$ cat src/rtl/sha256_block_sequencer.sv
// sha256_block_sequencer: message padding front end for the SHA-256 core.
// Packs 32-bit big-endian words into 512-bit blocks with first/final flags.
module sha256_block_sequencer #(
    parameter int LEN_W = 61
) (
    input  logic         sha256seq_clock_i,
    input  logic         sha256seq_reset_ni,
    input  logic [31:0]  word_i,
    input  logic [2:0]   bytes_i,
    input  logic         last_i,
    input  logic         valid_i,
    output logic         ready_o,
    output logic [511:0] block_o,
    output logic         first_o,
    output logic         final_o,
    output logic         blk_valid_o,
    input  logic         blk_accept_i,
    output logic         busy_o
);
    typedef enum logic [1:0] {S_FILL, S_PAD, S_LEN, S_ISSUE} state_t;

    state_t           r_state, w_state_n;
    state_t           r_ret, w_ret_n;
    logic [31:0]      r_buf [16];
    logic [3:0]       r_widx, w_widx_n;
    logic [LEN_W-1:0] r_count, w_count_n;
    logic             r_first, w_first_n;
    logic             r_pend, w_pend_n;
    logic             r_fin, w_fin_n;
    logic             r_busy, w_busy_n;
    logic             r_ready, r_blk_valid, r_first_o, r_final_o;
    logic             w_acc, w_take, w_we, w_len, w_clr;
    logic [31:0]      w_wd, w_mask, w_mark;
    logic [2:0]       w_nb;
    logic [63:0]      w_bits;

    assign w_acc  = valid_i & r_ready;
    assign w_take = r_blk_valid & blk_accept_i;
    assign w_nb   = (bytes_i > 3'd4) ? 3'd4 : bytes_i;
    assign w_bits = 64'({r_count, 3'b000});

    // Keep the valid leading bytes; the marker lands right after them.
    always_comb begin
        w_mask = 32'hFFFF_FFFF;
        w_mark = 32'h0;
        unique case (w_nb)
            3'd0:    begin w_mask = 32'h0000_0000; w_mark = 32'h8000_0000; end
            3'd1:    begin w_mask = 32'hFF00_0000; w_mark = 32'h0080_0000; end
            3'd2:    begin w_mask = 32'hFFFF_0000; w_mark = 32'h0000_8000; end
            3'd3:    begin w_mask = 32'hFFFF_FF00; w_mark = 32'h0000_0080; end
            default: begin w_mask = 32'hFFFF_FFFF; w_mark = 32'h0; end
        endcase
    end

    always_comb begin
        w_state_n = r_state;
        w_ret_n   = r_ret;
        w_widx_n  = r_widx;
        w_count_n = r_count;
        w_first_n = r_first;
        w_pend_n  = r_pend;
        w_fin_n   = r_fin;
        w_busy_n  = r_busy;
        w_we      = 1'b0;
        w_len     = 1'b0;
        w_clr     = 1'b0;
        w_wd      = 32'h0;
        unique case (r_state)
            S_FILL: begin
                if (w_acc) begin
                    w_we      = 1'b1;
                    w_wd      = (word_i & w_mask) | (last_i ? w_mark : 32'h0);
                    w_widx_n  = r_widx + 4'd1;
                    w_count_n = r_count + LEN_W'(w_nb);
                    w_busy_n  = 1'b1;
                    w_fin_n   = 1'b0;
                    w_pend_n  = last_i && (w_nb == 3'd4);
                    if (r_widx == 4'd15) begin
                        w_state_n = S_ISSUE;
                        w_ret_n   = last_i ? S_PAD : S_FILL;
                    end else if (last_i) begin
                        w_state_n = S_PAD;
                    end
                end
            end
            S_PAD: begin
                if (r_widx == 4'd14 && !r_pend) begin
                    w_state_n = S_LEN;
                end else begin
                    w_we     = 1'b1;
                    w_wd     = r_pend ? 32'h8000_0000 : 32'h0;
                    w_pend_n = 1'b0;
                    w_widx_n = r_widx + 4'd1;
                    if (r_widx == 4'd15) begin
                        w_state_n = S_ISSUE;
                        w_ret_n   = S_PAD;
                    end
                end
            end
            S_LEN: begin
                w_len     = 1'b1;
                w_fin_n   = 1'b1;
                w_state_n = S_ISSUE;
            end
            S_ISSUE: begin
                if (w_take) begin
                    w_clr     = 1'b1;
                    w_widx_n  = 4'd0;
                    w_first_n = 1'b0;
                    if (r_fin) begin
                        w_state_n = S_FILL;
                        w_count_n = '0;
                        w_first_n = 1'b1;
                        w_busy_n  = 1'b0;
                    end else begin
                        w_state_n = r_ret;
                    end
                end
            end
            default: w_state_n = S_FILL;
        endcase
    end

    always_ff @(posedge sha256seq_clock_i or negedge sha256seq_reset_ni) begin
        if (!sha256seq_reset_ni) begin
            r_state     <= S_FILL;
            r_ret       <= S_FILL;
            r_widx      <= 4'd0;
            r_count     <= '0;
            r_first     <= 1'b1;
            r_pend      <= 1'b0;
            r_fin       <= 1'b0;
            r_busy      <= 1'b0;
            r_ready     <= 1'b0;
            r_blk_valid <= 1'b0;
            r_first_o   <= 1'b0;
            r_final_o   <= 1'b0;
        end else begin
            r_state     <= w_state_n;
            r_ret       <= w_ret_n;
            r_widx      <= w_widx_n;
            r_count     <= w_count_n;
            r_first     <= w_first_n;
            r_pend      <= w_pend_n;
            r_fin       <= w_fin_n;
            r_busy      <= w_busy_n;
            // One idle FILL cycle after an issue before words are taken again.
            r_ready     <= (r_state == S_FILL) && (w_state_n == S_FILL);
            r_blk_valid <= (w_state_n == S_ISSUE);
            r_first_o   <= (w_state_n == S_ISSUE) && w_first_n;
            r_final_o   <= (w_state_n == S_ISSUE) && w_fin_n;
        end
    end

    always_ff @(posedge sha256seq_clock_i or negedge sha256seq_reset_ni) begin
        if (!sha256seq_reset_ni) begin
            for (int i = 0; i < 16; i++) r_buf[i] <= 32'h0;
        end else if (w_clr) begin
            for (int i = 0; i < 16; i++) r_buf[i] <= 32'h0;
        end else if (w_len) begin
            r_buf[14] <= w_bits[63:32];
            r_buf[15] <= w_bits[31:0];
        end else if (w_we) begin
            r_buf[r_widx] <= w_wd;
        end
    end

    for (genvar k = 0; k < 16; k++) begin : g_blk
        assign block_o[32*k +: 32] = r_buf[k];
    end

    assign ready_o     = r_ready;
    assign blk_valid_o = r_blk_valid;
    assign first_o     = r_first_o;
    assign final_o     = r_final_o;
    assign busy_o      = r_busy;
endmodule

$ cat config.mk
export PLATFORM = sky130hd
export DESIGN_NAME = sha256_block_sequencer
export DESIGN_NICKNAME = d
export VERILOG_FILES = /design/src/rtl/sha256_block_sequencer.sv
export SDC_FILE = /design/constraint.sdc
export NUM_CORES = 1
export LEC_CHECK = 0
export CAP_MARGIN = 5
export CORE_MARGIN = 2
export CORE_UTILIZATION = 54
export DETAILED_ROUTE_END_ITERATION = 10
export PLACE_DENSITY = 0.95
export SLEW_MARGIN = 20
export SYNTH_ARGS = -nofsm -noshare
export SYNTH_HDL_FRONTEND = slang
export SYNTH_SLANG_ARGS = --single-unit
$ cat constraint.sdc
create_clock -name sha256seq_clock_i -period 5.9 [get_ports sha256seq_clock_i]
set_input_delay 0.885 -clock sha256seq_clock_i [delete_from_list [all_inputs] [get_ports sha256seq_clock_i]]
set_output_delay 0.885 -clock sha256seq_clock_i [all_outputs]
set_load 0.01 [all_outputs]
==> metrics.cfg, run 1 <==
[outcome]
run_status=complete, no violations

[routing]
post-route-drc-count=0
wire_per_inst_um=28.0
detailedRoute.firstIterationViolations=3011
totalWireLength_mm=93.3
ant_nets=0
via_per_instance_ratio=6.55
detailroute.via_count=21900
first_pass_iteration_count_of_the_detailed_router=6

[cts]
cts_hold_bufs=0
clock_tree.buffer_depth=3
clock_tree.htree_level_count=2
clkSinkCount=588
tritoncts=done
cts-root-buf=clkbuf_16
worst_skew_pair.late_latency_ps=630
post_cts_resize_count=0
clock_transition_at_the_registers_of_the_reported_paths_ps=60
cts_made_buffers=57
post_cts_setup_inserts=0

[global_route]
grt-ovfl-total=0
grt_first_pass_wirelength_mm=138
grt_usage=0.399
grt_max_degree=241
antenna_violations_before_repair=7
grt_pass1_vias=21700

[layout]
final_nets=2746
layout-area-overhead-vs-synth_pct=32.6
layout.cells.most_common_list=587 x dfrtp_1, 555 x clkdlybuf4s50_1, 351 x nor2_1
fillCellCount=2794
layout.cells.most_common=dfrtp_1
fraction_of_layout_cells_with_a_size_suffix_above_1=0.151

[pwr]
power-per-cell-area_nw_per_um2=296
switching_share=0.301
portion_of_total_power_attributed_to_the_clock_network=0.395
internal-power_mw=6.59
power.ir.vdd_worst_mv=0.280
p_seq_frac=0.450
combPwrFrac=0.155
netSwitchingPower_mw=2.84
p_leak_nw=13.8

[synth]
async_flop_share=1.00
synth-edff-count=0
yosys_register_bits=588
synthesis.area_um2=24000
yosys_warning_total=0
synth.net_count=2304
synthDistinctLibCells=60
ys_dominant_reg_cell=dfrtp_1
postSynthAreaPerCell_um2=10.6
post_synth_inst_count=2257
yosysSeqAreaShare=0.612

[run]
cap_viol_max_count=0

[sta]
slew_headroom=0.138
fmaxAchievable_ghz=0.268
post-route-period-util=0.632
setup_viol=0
timing_worst_slew_pin_value_ps=1290
hold_ws_ps=312
final.setup_skew_ps=20.4
finalWorstPathRequiredPeriod_ps=3730
unrepaired_setup_endpoints_after_global_routing=no
fin_tns_setup_ps=0
finalHoldViolations=0
drv_slew=0
fin_ws_ps=2170

[setup_path]
cp_data_required_time_ps=6400
timing.critical_path.to_type=flip-flop
rr_worst_depth=7
critical_path_arrival_ps=4230
critical_path.reg2reg.startpoint=r_widx[0]$_DFFE_PN0P_
critical_path_class=flip-flop to flip-flop
critical_path.max_fanout=41
startpoint_type=flip-flop
r2r-end=block_o[353]$_DFFE_PN0P_
regToRegSetupSlack_ps=2170

[die]
die_height_um=215
start_util=0.546
design.die.area_um2=46200
io_pins=557
std_cell_rows=77
die_w_um=215
area_of_the_core_um2=44000

[placed_design]
final_estimated_routing_congestion_in_global_placement=0.943
place.detailed.hpwl_mm=57.9
post-place-ws_ps=1850
io_buffers=556

[min_path]
hold_path_class=input port to async pin

[final cells by class]
cell class	count	area (um2)	share of cell area
Antenna cell	2	5.00	0.000157
Clock buffer	84	1610	0.0505
Clock inverter	16	245	0.00770
Inverter	10	37.5	0.00118
Multi-Input combinational cell	1448	8590	0.270
Sequential cell	588	14700	0.462
Tap cell	592	741	0.0233
Timing Repair Buffer	594	5920	0.186
[how the worst max path moves through the flow]
stage / startpoint / endpoint / slack (ps) / cells after the start
floorplan: bytes_i[2] / r_count[52]$_DFFE_PN0P_ / 2870 / 9
global placement: valid_i / block_o[329]$_DFFE_PN0P_ / 1970 / 6
detailed placement: valid_i / block_o[329]$_DFFE_PN0P_ / 1850 / 6
CTS: r_widx[0]$_DFFE_PN0P_ / block_o[329]$_DFFE_PN0P_ / 1970 / 7
global route: r_widx[0]$_DFFE_PN0P_ / block_o[362]$_DFFE_PN0P_ / 1940 / 7
finish: r_widx[0]$_DFFE_PN0P_ / block_o[353]$_DFFE_PN0P_ / 2170 / 7
[critical path: stages (launching register included)]
cell and delay, ps:
dfrtp_1 420, inv_1 100, ha_1 380, and4b_1 270
o21ai_2 830, nand3_2 780, buf_4 510, a31o_2 310
[Yosys cell counts, types with 8 or more instances]
cell type  count  area (um2)
o21ai_0      221        1110
and3_1        13        81.3
nor2b_1        8        50.1
buf_1         18        67.6
o31ai_1       13        97.6
nand3_1      188         941
dfrtp_1      587       14700
xnor2_1        9        78.8
nand2b_1       8        50.1
clkbuf_1     176         661
nor2_1       351        1320
mux2i_1       24         240
o211ai_1      10        75.1
a21oi_1       17        85.1
inv_1         10        37.5
nor3_1         8        40.0
nand4_1       26         163
nand2_1      155         582
nor4_1        10        62.6
a31o_2       258        2260
a221o_1       50         500
buf_2         16        80.1
[power groups by stage]
stage          Sequential [mW]  Combinational [mW]  Clock, mW
5_1_grt                   4.26                1.54       3.88
3_5_place_dp              4.31                1.39          0
4_1_cts                   4.24                1.40       3.72
2_1_floorplan             4.29               0.811          0
3_3_place_gp              4.30                1.35          0
6_report                  4.25                1.46       3.73
[stage by stage]
| step | cells | area, um2 | utilization | total power, mW |
|---|---|---|---|---|
| after floorplan | 2257 | 24000 | - | 5.10 |
| after global placement | 3230 | 29900 | 0.680 | 5.66 |
| after detailed placement | 3230 | 29900 | 0.680 | 5.71 |
| after CTS | 3330 | 31800 | 0.722 | 9.36 |
| after global routing | 3333 | 31900 | 0.724 | 9.68 |
| final | 3334 | 31900 | 0.724 | 9.44 |
[flip-flops by register name, indices dropped and copies added (netlist names)]
register and cells:
busy_o 1, block_o 512, r_ret 1, r_widx 4, first_o 1, r_pend 1
r_fin 1, blk_valid_o 1, r_first 1, ready_o 1, final_o 1, r_state 2
r_count 61
[metal layers]
metal  vias up  track usage  wire, um
met3       471        0.128     11300
met2      1701        0.599     41700
li1       8935            -         -
met4         2        0.297      8150
met1     10700        0.483     32100
met5         -            0        14
[kinds of logic (layout without fill, tap and decap cells)]
family          Yosys count  count (layout)  share of synthesized area
fa+ha+maj                 7               7                    0.00396
xor+xnor                 14              14                    0.00510
mux                      25              25                     0.0105
buf+inv                 221             704                     0.0354
compound gates          601             601                      0.183
simple gates            801             801                      0.150
other cells               0               2                          0
flops                   588             588                      0.612
Note: power is estimated with default switching activity, not from simulation.
==> run 2, diff against run 1 <==
Settings changed: CORE_UTILIZATION 54 to 50, PLACE_DENSITY 0.95 to 0.91.
Clock period 5.9 ns to 3.5 ns, I/O delays scaled along.
==> run 2 against run 1 <==
  * Core utilization is 3.9 points lower
  * Combinational power is 71% higher
  * Routed wire length is 1.3% higher
  * Sequential cell count stayed put
  * Final cell count is 2.7% higher
  * Count of clock-buffer cells in the layout is 7 lower
  * Sequential power is 68% higher
  * Clock skew is 4.7 ps lower
  * Critical path depth is 3 lower
  * Global-route usage is 2.5 points lower
==> metrics.cfg, run 2 (synthesized netlist as in run 1, its figures left out) <==
[die]
design.die.area_um2=49800  ; was 46200 um2
start_util=0.505  ; was 0.546
std_cell_rows=80  ; was 77
io_pins=557  ; unchanged
die_height_um=223  ; was 215 um
area_of_the_core_um2=47500  ; was 44000 um2
die_w_um=223  ; was 215 um

[routing]
detailroute.via_count=21700  ; was 21900
wire_per_inst_um=27.6  ; was 28.0 um
detailedRoute.firstIterationViolations=2855  ; was 3011
post-route-drc-count=0  ; unchanged
ant_nets=0  ; unchanged
totalWireLength_mm=94.5  ; was 93.3 mm
first_pass_iteration_count_of_the_detailed_router=6  ; unchanged
via_per_instance_ratio=6.35  ; was 6.55

[sta]
drv_slew=0  ; unchanged
finalWorstPathRequiredPeriod_ps=3060  ; was 3730 ps
fin_tns_setup_ps=0  ; unchanged
fmaxAchievable_ghz=0.326  ; was 0.268 GHz
final.setup_skew_ps=15.7  ; was 20.4 ps
post-route-period-util=0.875  ; was 0.632
slew_headroom=0.296  ; was 0.138
setup_viol=0  ; unchanged
timing_worst_slew_pin_value_ps=1060  ; was 1290 ps
finalHoldViolations=0  ; unchanged
unrepaired_setup_endpoints_after_global_routing=no  ; unchanged

[global_route]
grt_max_degree=113  ; was 241
grt_pass1_vias=21600  ; was 21700
grt-ovfl-total=0  ; unchanged
grt_first_pass_wirelength_mm=139  ; was 138 mm
grt_usage=0.374  ; was 0.399
antenna_violations_before_repair=2  ; was 7

[pwr]
internal-power_mw=11.6  ; was 6.59 mW
portion_of_total_power_attributed_to_the_clock_network=0.412  ; was 0.395
power-per-cell-area_nw_per_um2=505  ; was 296 nW/um2
p_leak_nw=14.2  ; was 13.8 nW
combPwrFrac=0.152  ; was 0.155
power.ir.vdd_worst_mv=0.491  ; was 0.280 mV
netSwitchingPower_mw=4.84  ; was 2.84 mW
p_seq_frac=0.436  ; was 0.450
switching_share=0.294  ; was 0.301

[placed_design]
place.detailed.hpwl_mm=61.0  ; was 57.9 mm
io_buffers=556  ; unchanged
final_estimated_routing_congestion_in_global_placement=0.942  ; was 0.943
placed_cells=3313  ; was 3230

[setup_path]
timing.critical_path.to_type=flip-flop  ; unchanged
critical_path.max_fanout=64  ; was 41
rr_worst_depth=4  ; was 7
critical_path_class=flip-flop to flip-flop  ; unchanged
cp_data_required_time_ps=3970  ; was 6400 ps
startpoint_type=flip-flop  ; unchanged
critical_path_arrival_ps=3530  ; was 4230 ps

[layout]
final_nets=2806  ; was 2746
fraction_of_layout_cells_with_a_size_suffix_above_1=0.172  ; was 0.151
layout-area-overhead-vs-synth_pct=35.5  ; was 32.6%
layout.cells.most_common_list=587 x dfrtp_1, 555 x clkdlybuf4s50_1, 351 x nor2_1  ; unchanged
post_layout_nonfiller_instances=3423  ; was 3334
largest_register_ffs=512  ; unchanged
layout.cells.most_common=dfrtp_1  ; unchanged

[cts]
tritoncts=done  ; unchanged
clkSinkCount=588  ; unchanged
post_cts_resize_count=0  ; unchanged
clock_transition_at_the_registers_of_the_reported_paths_ps=70  ; was 60 ps
worst_skew_pair.late_latency_ps=620  ; was 630 ps
clock_tree.buffer_depth=3  ; unchanged
post_cts_setup_inserts=0  ; unchanged
cts_hold_bufs=1  ; was 0
cts_made_buffers=58  ; was 57
clock_tree.htree_level_count=2  ; unchanged
cts-root-buf=clkbuf_16  ; unchanged

[run]
cap_viol_max_count=0  ; unchanged

[min_path]
hold_path_class=flip-flop to flip-flop  ; was input port to async pin
worst_hold_path.num_cells=2

[outcome]
run_status=complete, no violations  ; unchanged

==> run 2: final cells by class <==
type / count / area (um2)
Fill cell: 3150 / 15000
Sequential cell: 588 / 14700
Multi-Input combinational cell: 1448 / 8530
Timing Repair Buffer: 653 / 6440
Clock buffer: 77 / 1660
Tap cell: 615 / 769
Clock inverter: 31 / 400
Inverter: 10 / 37.5
Antenna cell: 1 / 2.50
==> run 2: layer usage <==
| layer | share of wire | global-route usage | wire length (um) | vias to the layer above |
|---|---|---|---|---|
| li1 | - | - | - | 9055 |
| met1 | 0.36 | 0.464 | 33600 | 10800 |
| met2 | 0.45 | 0.569 | 42900 | 1500 |
| met3 | 0.11 | 0.0938 | 10000 | 398 |
| met4 | 0.084 | 0.278 | 7930 | 0 |
| met5 | 0 | 0 | 0 | - |
==> run 2: metrics by stage <==
step,area [um2],power [mW],worst slack (ps),hold WS [ps],utilization
finish,32600,16.4,436,483,0.685
global route,32600,16.9,128,506,0.685
CTS,32600,16.4,456,484,0.685
detailed placement,30500,9.71,218,470,0.641
global placement,30500,9.65,372,463,0.641
floorplan,24000,8.60,833,229,-
==> run 2: worst paths after layout <==
| path | slack, ps | endpoint | start |
|---|---|---|---|
| min in group asynchronous | 490 | block_o[452]$_DFFE_PN0P_ | sha256seq_reset_ni |
| worst min register to register | 480 | block_o[26]$_DFFE_PN0P_ | block_o[26]$_DFFE_PN0P_ |
| max in group asynchronous | 1870 | block_o[197]$_DFFE_PN0P_ | sha256seq_reset_ni |
| worst max register to register | 440 | block_o[138]$_DFFE_PN0P_ | r_state[0]$_DFF_PN0_ |
| worst max-delay path | 440 | block_o[138]$_DFFE_PN0P_ | r_state[0]$_DFF_PN0_ |
| worst min-delay path | 480 | block_o[26]$_DFFE_PN0P_ | block_o[26]$_DFFE_PN0P_ |
==> run 2: worst max-delay path, stage by stage (launching register included) <==
cell	delay, ps
dfrtp_1	550
nand4bb_1	530
a21oi_1	540
nand2_2	690
o21ai_0	590
==> run 2: power groups by stage <==
stage / combinational (mW) / sequential, mW / clock, mW
final: 2.50 / 7.16 / 6.77
after global routing: 2.67 / 7.17 / 7.06
after CTS: 2.46 / 7.15 / 6.81
after detailed placement: 2.44 / 7.27 / 0
after global placement: 2.39 / 7.26 / 0
after floorplan: 1.37 / 7.23 / 0
